<file path="config.mk">
export PLATFORM = sky130hd
export DESIGN_NAME = sync_ram_ctrl
export DESIGN_NICKNAME = d
export VERILOG_FILES = /design/src/rtl/sync_ram_ctrl.sv
export SDC_FILE = /design/constraint.sdc
export NUM_CORES = 1
export LEC_CHECK = 0
export CAP_MARGIN = 20
export CORE_MARGIN = 8
export CORE_UTILIZATION = 36
export DETAILED_ROUTE_END_ITERATION = 10
export GPL_TIMING_DRIVEN = 0
export HOLD_SLACK_MARGIN = 0.1
export PLACE_DENSITY = 0.81
export REMOVE_ABC_BUFFERS = 1
export SLEW_MARGIN = 0
export SYNTH_ARGS = -nofsm -noshare
export SYNTH_HDL_FRONTEND = slang
export SYNTH_SLANG_ARGS = --single-unit
</file>
<file path="constraint.sdc">
create_clock -name clk -period 5.3 [get_ports clk]
set_clock_uncertainty 0.1 [all_clocks]
set_input_delay 0.795 -clock clk [delete_from_list [all_inputs] [get_ports clk]]
set_output_delay 0.795 -clock clk [all_outputs]
set_load 0.005 [all_outputs]
</file>
<file path="src/rtl/sync_ram_ctrl.sv">
// sync_ram_ctrl: command-driven burst sequencer in front of a small
// synchronous RAM. It accepts single or burst read/write commands,
// streams write beats into the RAM, and returns read beats with explicit
// valid/last flags that absorb the RAM's one-cycle registered read latency.
module sync_ram_ctrl #(
  parameter int DATA_W = 8,
  parameter int ADDR_W = 2
) (
  input  logic              clk,
  input  logic              rst,
  input  logic              cmd_valid,
  output logic              cmd_ready,
  input  logic              cmd_we,
  input  logic [ADDR_W-1:0] cmd_addr,
  input  logic [ADDR_W-1:0] cmd_len,
  input  logic              wr_valid,
  output logic              wr_ready,
  input  logic [DATA_W-1:0] wr_data,
  output logic              rd_valid,
  output logic [DATA_W-1:0] rd_data,
  output logic              rd_last,
  output logic              busy,
  output logic              ram_we,
  output logic [ADDR_W-1:0] ram_addr,
  output logic [DATA_W-1:0] ram_din,
  input  logic [DATA_W-1:0] ram_dout
);

  typedef enum logic [1:0] {
    IDLE  = 2'd0,
    WRITE = 2'd1,
    READ  = 2'd2
  } state_t;

  state_t            state_q, state_d;
  logic [ADDR_W-1:0] cur_addr_q, cur_addr_d;
  logic [ADDR_W-1:0] beats_left_q, beats_left_d;
  logic              rd_issue_q, rd_issue_d;
  logic              rd_last_q, rd_last_d;

  // Next-state and RAM-pin decode; reset forces every handshake/enable low
  // so nothing is accepted or written while the block is being cleared.
  always_comb begin
    state_d      = state_q;
    cur_addr_d   = cur_addr_q;
    beats_left_d = beats_left_q;
    rd_issue_d   = 1'b0;
    rd_last_d    = 1'b0;
    cmd_ready    = 1'b0;
    wr_ready     = 1'b0;
    ram_we       = 1'b0;
    ram_addr     = cur_addr_q;
    ram_din      = wr_data;

    case (state_q)
      IDLE: begin
        cmd_ready = 1'b1;
        if (cmd_valid) begin
          cur_addr_d   = cmd_addr;
          beats_left_d = cmd_len;
          state_d      = cmd_we ? WRITE : READ;
        end
      end
      WRITE: begin
        wr_ready = 1'b1;
        ram_we   = wr_valid;
        if (wr_valid) begin
          cur_addr_d = cur_addr_q + ADDR_W'(1);
          if (beats_left_q == '0) begin
            state_d = IDLE;
          end else begin
            beats_left_d = beats_left_q - ADDR_W'(1);
          end
        end
      end
      READ: begin
        rd_issue_d = 1'b1;
        rd_last_d  = (beats_left_q == '0);
        cur_addr_d = cur_addr_q + ADDR_W'(1);
        if (beats_left_q == '0) begin
          state_d = IDLE;
        end else begin
          beats_left_d = beats_left_q - ADDR_W'(1);
        end
      end
      default: begin
        state_d = IDLE;
      end
    endcase

    if (rst) begin
      cmd_ready = 1'b0;
      wr_ready  = 1'b0;
      ram_we    = 1'b0;
    end
  end

  // State and burst bookkeeping registers with synchronous reset.
  always_ff @(posedge clk) begin
    if (rst) begin
      state_q      <= IDLE;
      cur_addr_q   <= '0;
      beats_left_q <= '0;
      rd_issue_q   <= 1'b0;
      rd_last_q    <= 1'b0;
    end else begin
      state_q      <= state_d;
      cur_addr_q   <= cur_addr_d;
      beats_left_q <= beats_left_d;
      rd_issue_q   <= rd_issue_d;
      rd_last_q    <= rd_last_d;
    end
  end

  assign rd_valid = rd_issue_q & ~rst;
  assign rd_last  = rd_last_q & ~rst;
  assign rd_data  = ram_dout;
  assign busy     = (state_q != IDLE) & ~rst;

endmodule

</file>
==> results.md, run 1 <==
* Combinational power share at a little under half
* Fillers at around 190
* Clock group share of total power at roughly a fifth
* Reg2Reg Setup Slack at between 3 and 4 ns
* Synth Area in XOR/XNOR at 0%
* Area Growth Syn to Fin at 9.51%
* Final Max Tran Viols at 0
* Hold_sp: beats_left_q[1]$_SDFFE_PP0P_
* Seq. cell area at between 150 and 200 um2
* Hold Crit Depth at 2
* Vias in the first global route at ~520
* Via count at about 490
* Worst-Skew Late Latency at about 0.25 ns
* Multi-input logic area at 320 um2
* Post-route setup TNS at 0 ns
* Clock Path Buffers at 2
* Post-DRT Antenna Nets at 0
* Die Ht at between 50 and 60 um
* Mux cell area share after synthesis at 1.52%
* Final WL at about 1400 um
* Simple-gate share of the synthesized area at roughly 20%
* P_sw at a little over 0.08 mW
* Placer Congestion at roughly 0.76
* Clk sinks at 8
* Vias/cell at around 4.9
* Crit-path cells: clkdlybuf4s50_1, nor2b_1, and2_1, clkdlybuf4s50_1
* Drt first pass iters at 3
* Max-cap violation count at 0
* CTS tree: yes
* H-tree levels at 1
* Gr ovfl total at 0
* Post-synthesis cell type count at 24
* Num rows at 15
* Power share of the sequential group at about a third
* Cells after synthesis at 76
* WP data required at around 4.4 ns
* Worst VDD drop at 0.188 mV
* Worst path slowest cell: clkdlybuf4s50_1
* Final Setup Violations at 0
* Slew HR at roughly 64%
* Layout Cells excl Fill at 100
* ANT cells at 0
* Final #Nets at roughly 110
* Post-CTS setup repair buffer count at 0
* Sw Share at approximately a third
* Worst Hold Class: flip-flop to flip-flop
* Final HPWL DP at roughly 1100 um
* Fin crit period at 3.14 ns
* FF-to-FF End: state_q[1]$_SDFFE_PP0P_
* Final Cycle Share at roughly three fifths
* Largest delay share family, worst path: buffers and inverters
* Die width at 58.8 um
* Wire per inst at about 14 um
* Hold Path End: beats_left_q[1]$_SDFFE_PP0P_
* Synthesized area per cell at about 8.7 um2
* Power Dens Cells at 338 mW/mm2
* RSZ-0062 raised after global routing: false
* Main combinational cell family by area after synthesis: buffers and inverters
* Worst endpoint data arrival time at 2.25 ns
* Initial DRC Count at 1
* Hold Fails Final Rpt at 0
* P_leak at 0.267 nW
* Mapped cell area at about 660 um2
* Compound-Gate Fraction of Synth Area at around 17%
* First-pass GRT wire length at approximately 2400 um
* Number of placed cells counting well taps at 97
* Worst r2r path cells at 5
* CTS clock-pin slew for the worst setup and hold paths at about 0.05 ns
* Final Power at 0.244 mW
* DIE AREA at approximately 0.0035 mm2
* CP Launch Type: input port
* Layout cells sized above 1 at between 6 and 7%
* Slew at the pin closest to its max-slew limit at 0.532 ns
* Most common cell on crit path: clkdlybuf4s50_1
* P_int at ~0.16 mW
* Critical Path End Type: output port
* Reg2reg start: state_q[0]$_SDFFE_PP0P_
* CP peak stage delay at slightly above 0.6 ns
* Critical path class: input port to output port
* Count of state elements after synthesis at 8
* CTS Root Cell: clkbuf_4
* Status: completed
* Hold bufs inserted after CTS at 0
* Largest net degree at the start of global routing at 12
* Initial antenna violation count at 0
* I/O Buffers at 16
* Crit Path Max Fanout at 11
* IO Pins at 49
* CTS resizes at 0
* Remaining DRCs at 0
* Starting Density at a little under two fifths
* Post-Synth Adder-Cell Area at under 10%
* CP bufs+invs at 2
* Synth warnings at 0
* Max Freq at 318 MHz
* CORE AREA at about 0.0017 mm2
* Stages on worst setup path at 4
* Seq/Total Area, Yosys at 24.3%
* Total CTS buffers at 3
* Total Routing Usage GR at between 8 and 9%
-- worst max path at each step --
| stage | from | end | slack [ns] |
|---|---|---|---|
| after floorplan | rst | ram_we | 3.32 |
| after global placement | rst | ram_we | 2.15 |
| after detailed placement | rst | ram_we | 2.14 |
| after CTS | rst | ram_we | 2.14 |
| after global routing | rst | cmd_ready | 2.04 |
| final | rst | ram_we | 2.16 |
-- power by group through the flow --
stage / registers (mW) / logic, mW / clock network [mW]
finish: 0.0829 / 0.114 / 0.0464
global route: 0.0850 / 0.130 / 0.0526
CTS: 0.0830 / 0.116 / 0.0487
detailed placement: 0.0844 / 0.115 / 0
global placement: 0.0839 / 0.113 / 0
floorplan: 0.0831 / 0.0753 / 0
-- stage by stage --
step / utilization (%) / setup WS [ns] / hold WS (ns) / instance area [um2]
2_1_floorplan: - / 3.32 / 0.335 / 507
3_3_place_gp: 40.4 / 2.15 / 0.344 / 698
3_5_place_dp: 40.4 / 2.14 / 0.356 / 698
4_1_cts: 41.7 / 2.14 / 0.363 / 721
5_1_grt: 41.7 / 2.04 / 0.397 / 721
6_report: 41.7 / 2.16 / 0.359 / 721
-- layout make-up --
class | count | area share (%)
clock buffers | 3 | 3.13
flip-flops and latches | 8 | 22.2
repair buffers | 16 | 22.2
well taps | 25 | 4.34
multi-input cells | 41 | 44.4
inverters | 7 | 3.65
-- tightest hold or removal path, delay by kind of cell (launching register included) --
| kind | cells | cell delay (ns) |
|---|---|---|
| and+or+nand+nor | 1 | 0.05 |
| muxes | 1 | 0.05 |
| DFF | 1 | 0.30 |
-- cells in the final DEF (no fill, tap or decap), types with 3 or more instances in the layout --
master,Yosys,layout
ha_1,5,5
nor2b_1,12,12
dfxtp_1,8,8
inv_1,7,7
clkbuf_4,0,3
clkdlybuf4s50_1,0,16
o41ai_1,3,3
-- state kept, by name, indices dropped and copies added, names as in the netlist --
signal	count
beats_left_q	2
ram_addr	2
state_q	2
rd_issue_q	1
rd_last_q	1
-- synth_stat cells --
library cell / instances / share of area, %
mux2i_1: 1 / 1.5
buf_6: 2 / 3.4
clkbuf_1: 1 / 0.57
nor2b_1: 12 / 11
buf_2: 1 / 0.76
nand2b_1: 1 / 0.95
nor2_1: 1 / 0.57
o32ai_1: 2 / 2.7
o21ai_0: 1 / 0.76
inv_1: 7 / 4.0
and2_1: 2 / 1.9
a2111oi_0: 1 / 1.3
o21bai_1: 1 / 1.1
ha_1: 5 / 9.5
a21oi_1: 2 / 1.5
nor2b_4: 1 / 2.1
nand2_1: 2 / 1.1
or4_1: 2 / 2.3
o311ai_0: 2 / 2.7
o41ai_1: 3 / 4.0
dfxtp_1: 8 / 24
a31oi_1: 1 / 0.95
buf_4: 16 / 18
a2111oi_2: 1 / 2.3
-- layer usage --
metal,up-vias,routed length (um),track usage (%)
li1,246,-,-
met1,214,593,9.34
met2,33,570,11.7
met3,0,244,10.0
met4,0,0,1.02
met5,-,0,5.26
-- kinds of logic (layout without fill, tap and decap cells) --
kind of cell	after synthesis	after routing
multiplexers	1	1
adder cells (fa/ha/maj)	5	5
AND/OR/NAND/NOR	21	21
flip-flops	8	8
buffers and inverters	27	26
AO/OA/AOI/OAI	14	14
(Power assumes the default switching activity.)
==> run 2, diff against run 1 <==
Settings changed: CORE_UTILIZATION 36 to 33, PLACE_DENSITY 0.81 to 0.75.
Clock period 5.3 ns to 3.2 ns, I/O delays scaled along.
==> run 2 against run 1 <==
Net effect: critical path depth unchanged; highest routed layer unchanged; via count up 2.0%; die area up 6.6%; clock power increased by 59%; worst setup slack got worse by 1.5 ns; hold slack improved by 0.0046 ns; critical endpoint unchanged; power grew 65%; global-route usage down 1.1 points.
==> results.md, run 2 (synthesis gave the netlist of run 1 again) <==
* Post-CTS setup repair buffer count at 0 (unchanged)
* Max Freq at approximately 390 MHz
* Critical Path End Type: output port
* Initial DRC Count at 2 (+1)
* Crit Path Max Fanout at 11 (unchanged)
* Largest net degree at the start of global routing at 12 (unchanged)
* I/O Buffers at 16 (unchanged)
* Placer Congestion at 0.684 (-9.8%)
* Commonest non-fill, non-tap cell in the layout: clkdlybuf4s50_1
* CORE AREA at 0.00192 mm2 (+11%)
* Post-DRT Antenna Nets at 0 (unchanged)
* Gr ovfl total at 0 (unchanged)
* WP data required at 2.62 ns (-1.79 ns)
* Num rows at 16 (+1)
* ANT cells at 0 (unchanged)
* Remaining DRCs at 0 (unchanged)
* Fin crit period at about 2.5 ns
* Die width at 60.7 um (+3.2%)
* CTS Root Cell: clkbuf_4
* Vias/cell at 4.93 (about the same)
* Drt first pass iters at 3 (unchanged)
* Final Cycle Share at about four fifths
* Slew HR at 61.2% (-3.2 points)
* Hold bufs inserted after CTS at 0 (unchanged)
* Clk sinks at 8 (unchanged)
* Post-route setup TNS at 0 ns (unchanged)
* Layout Cells excl Fill at 102 (+2.0%)
* Die Ht at 60.7 um (+3.2%)
* Number of placed cells counting well taps at 99 (+2.1%)
* Via count at 503 (+2.0%)
* Worst VDD drop at 0.217 mV (+15%)
* Clock Path Buffers at 2 (unchanged)
* Post-layout util at 37.6% (-4.1 points)
* Final WL at 1440 um (+2.1%)
* First-pass GRT wire length at 2100 um (-12%)
* CTS tree: yes
* Worst Hold Class: flip-flop to flip-flop
* Setup ws final at 0.655 ns (-1.50 ns)
* DP Worst Slack at 0.657 ns (-1.48 ns)
* Worst endpoint data arrival time at 1.97 ns (-0.28 ns)
* Final HPWL DP at 1160 um (+2.2%)
* Power Dens Cells at 556 mW/mm2 (+64%)
* Worst-Skew Late Latency at 0.25 ns (about the same)
* Starting Density at 34.2% (-3.9 points)
* Total Routing Usage GR at 7.88% (-1.1 points)
* Critical path class: input port to output port
* CTS clock-pin slew for the worst setup and hold paths at 0.05 ns (about the same)
* Final Setup Violations at 0 (unchanged)
* Final Power at 0.402 mW (+65%)
* CTS resizes at 0 (unchanged)
* Final Max Tran Viols at 0 (unchanged)
* Total CTS buffers at 3 (unchanged)
* Hold Fails Final Rpt at 0 (unchanged)
* H-tree levels at 1 (unchanged)
* CP Launch Type: input port
* Layout cells sized above 1 at 6.67% (unchanged)
* Max-cap violation count at 0 (unchanged)
* DIE AREA at 0.00368 mm2 (+6.6%)
* Wire per inst at 14.1 um (+0.13%)
* Status: completed
* Hold WS at 0.363 ns (+0.00458 ns)
* RSZ-0062 raised after global routing: false
* Slew at the pin closest to its max-slew limit at 0.581 ns (+0.0481 ns)
* Final #Nets at 107 (unchanged)
* P_leak at 0.267 nW (unchanged)
* Initial antenna violation count at 0 (unchanged)
* Design Area, Final at 723 um2 (+0.35%)
* Most frequent cells in the layout: 16 x clkdlybuf4s50_1, 12 x nor2b_1, 8 x dfxtp_1
* Cell Area, Placed at 701 um2 (+0.36%)
* IO Pins at 49 (unchanged)
* Vias in the first global route at 462 (-11%)
* Area Growth Syn to Fin at 9.89%
run 2: cell counts in the layout (fill, tap and decap cells not counted):
Identical to the previous run, type by type.
run 2: worst paths after layout:
check | slack (ns) | cells past startpoint | startpoint | end
worst max-delay path | 0.65 | 4 | rst | ram_we
worst min-delay path | 0.36 | 2 | beats_left_q[1]$_SDFFE_PP0P_ | beats_left_q[1]$_SDFFE_PP0P_
worst max register to register | 1.36 | 5 | state_q[0]$_SDFFE_PP0P_ | state_q[0]$_SDFFE_PP0P_
worst min register to register | 0.36 | 2 | beats_left_q[1]$_SDFFE_PP0P_ | beats_left_q[1]$_SDFFE_PP0P_
run 2: layout make-up:
| type | instances | area [um2] |
|---|---|---|
| inverters | 7 | 26.3 |
| flip-flops and latches | 8 | 160 |
| fillers | 222 | 1200 |
| clock buffers | 3 | 22.5 |
| multi-input cells | 41 | 320 |
| well taps | 27 | 33.8 |
| repair buffers | 16 | 160 |
run 2: critical path, cell delays in order:
cell and delay, ns:
clkdlybuf4s50_1 0.61, nor2b_1 0.23, and2_1 0.15, clkdlybuf4s50_1 0.50
run 2: routing by layer:
layer / track usage [%] / wire length [um]
met1: 7.90 / 563
met4: 0.997 / 0
met2: 10.4 / 630
met5: 4.69 / 0
met3: 9.11 / 245
run 2: power breakdown:
part / internal [mW] / total (mW) / leakage, nW / switching (mW)
logic: 0.100 / 0.191 / 0.188 / 0.0903
registers: 0.123 / 0.138 / 0.0657 / 0.0143
clock network: 0.0427 / 0.0737 / 0.0138 / 0.0310
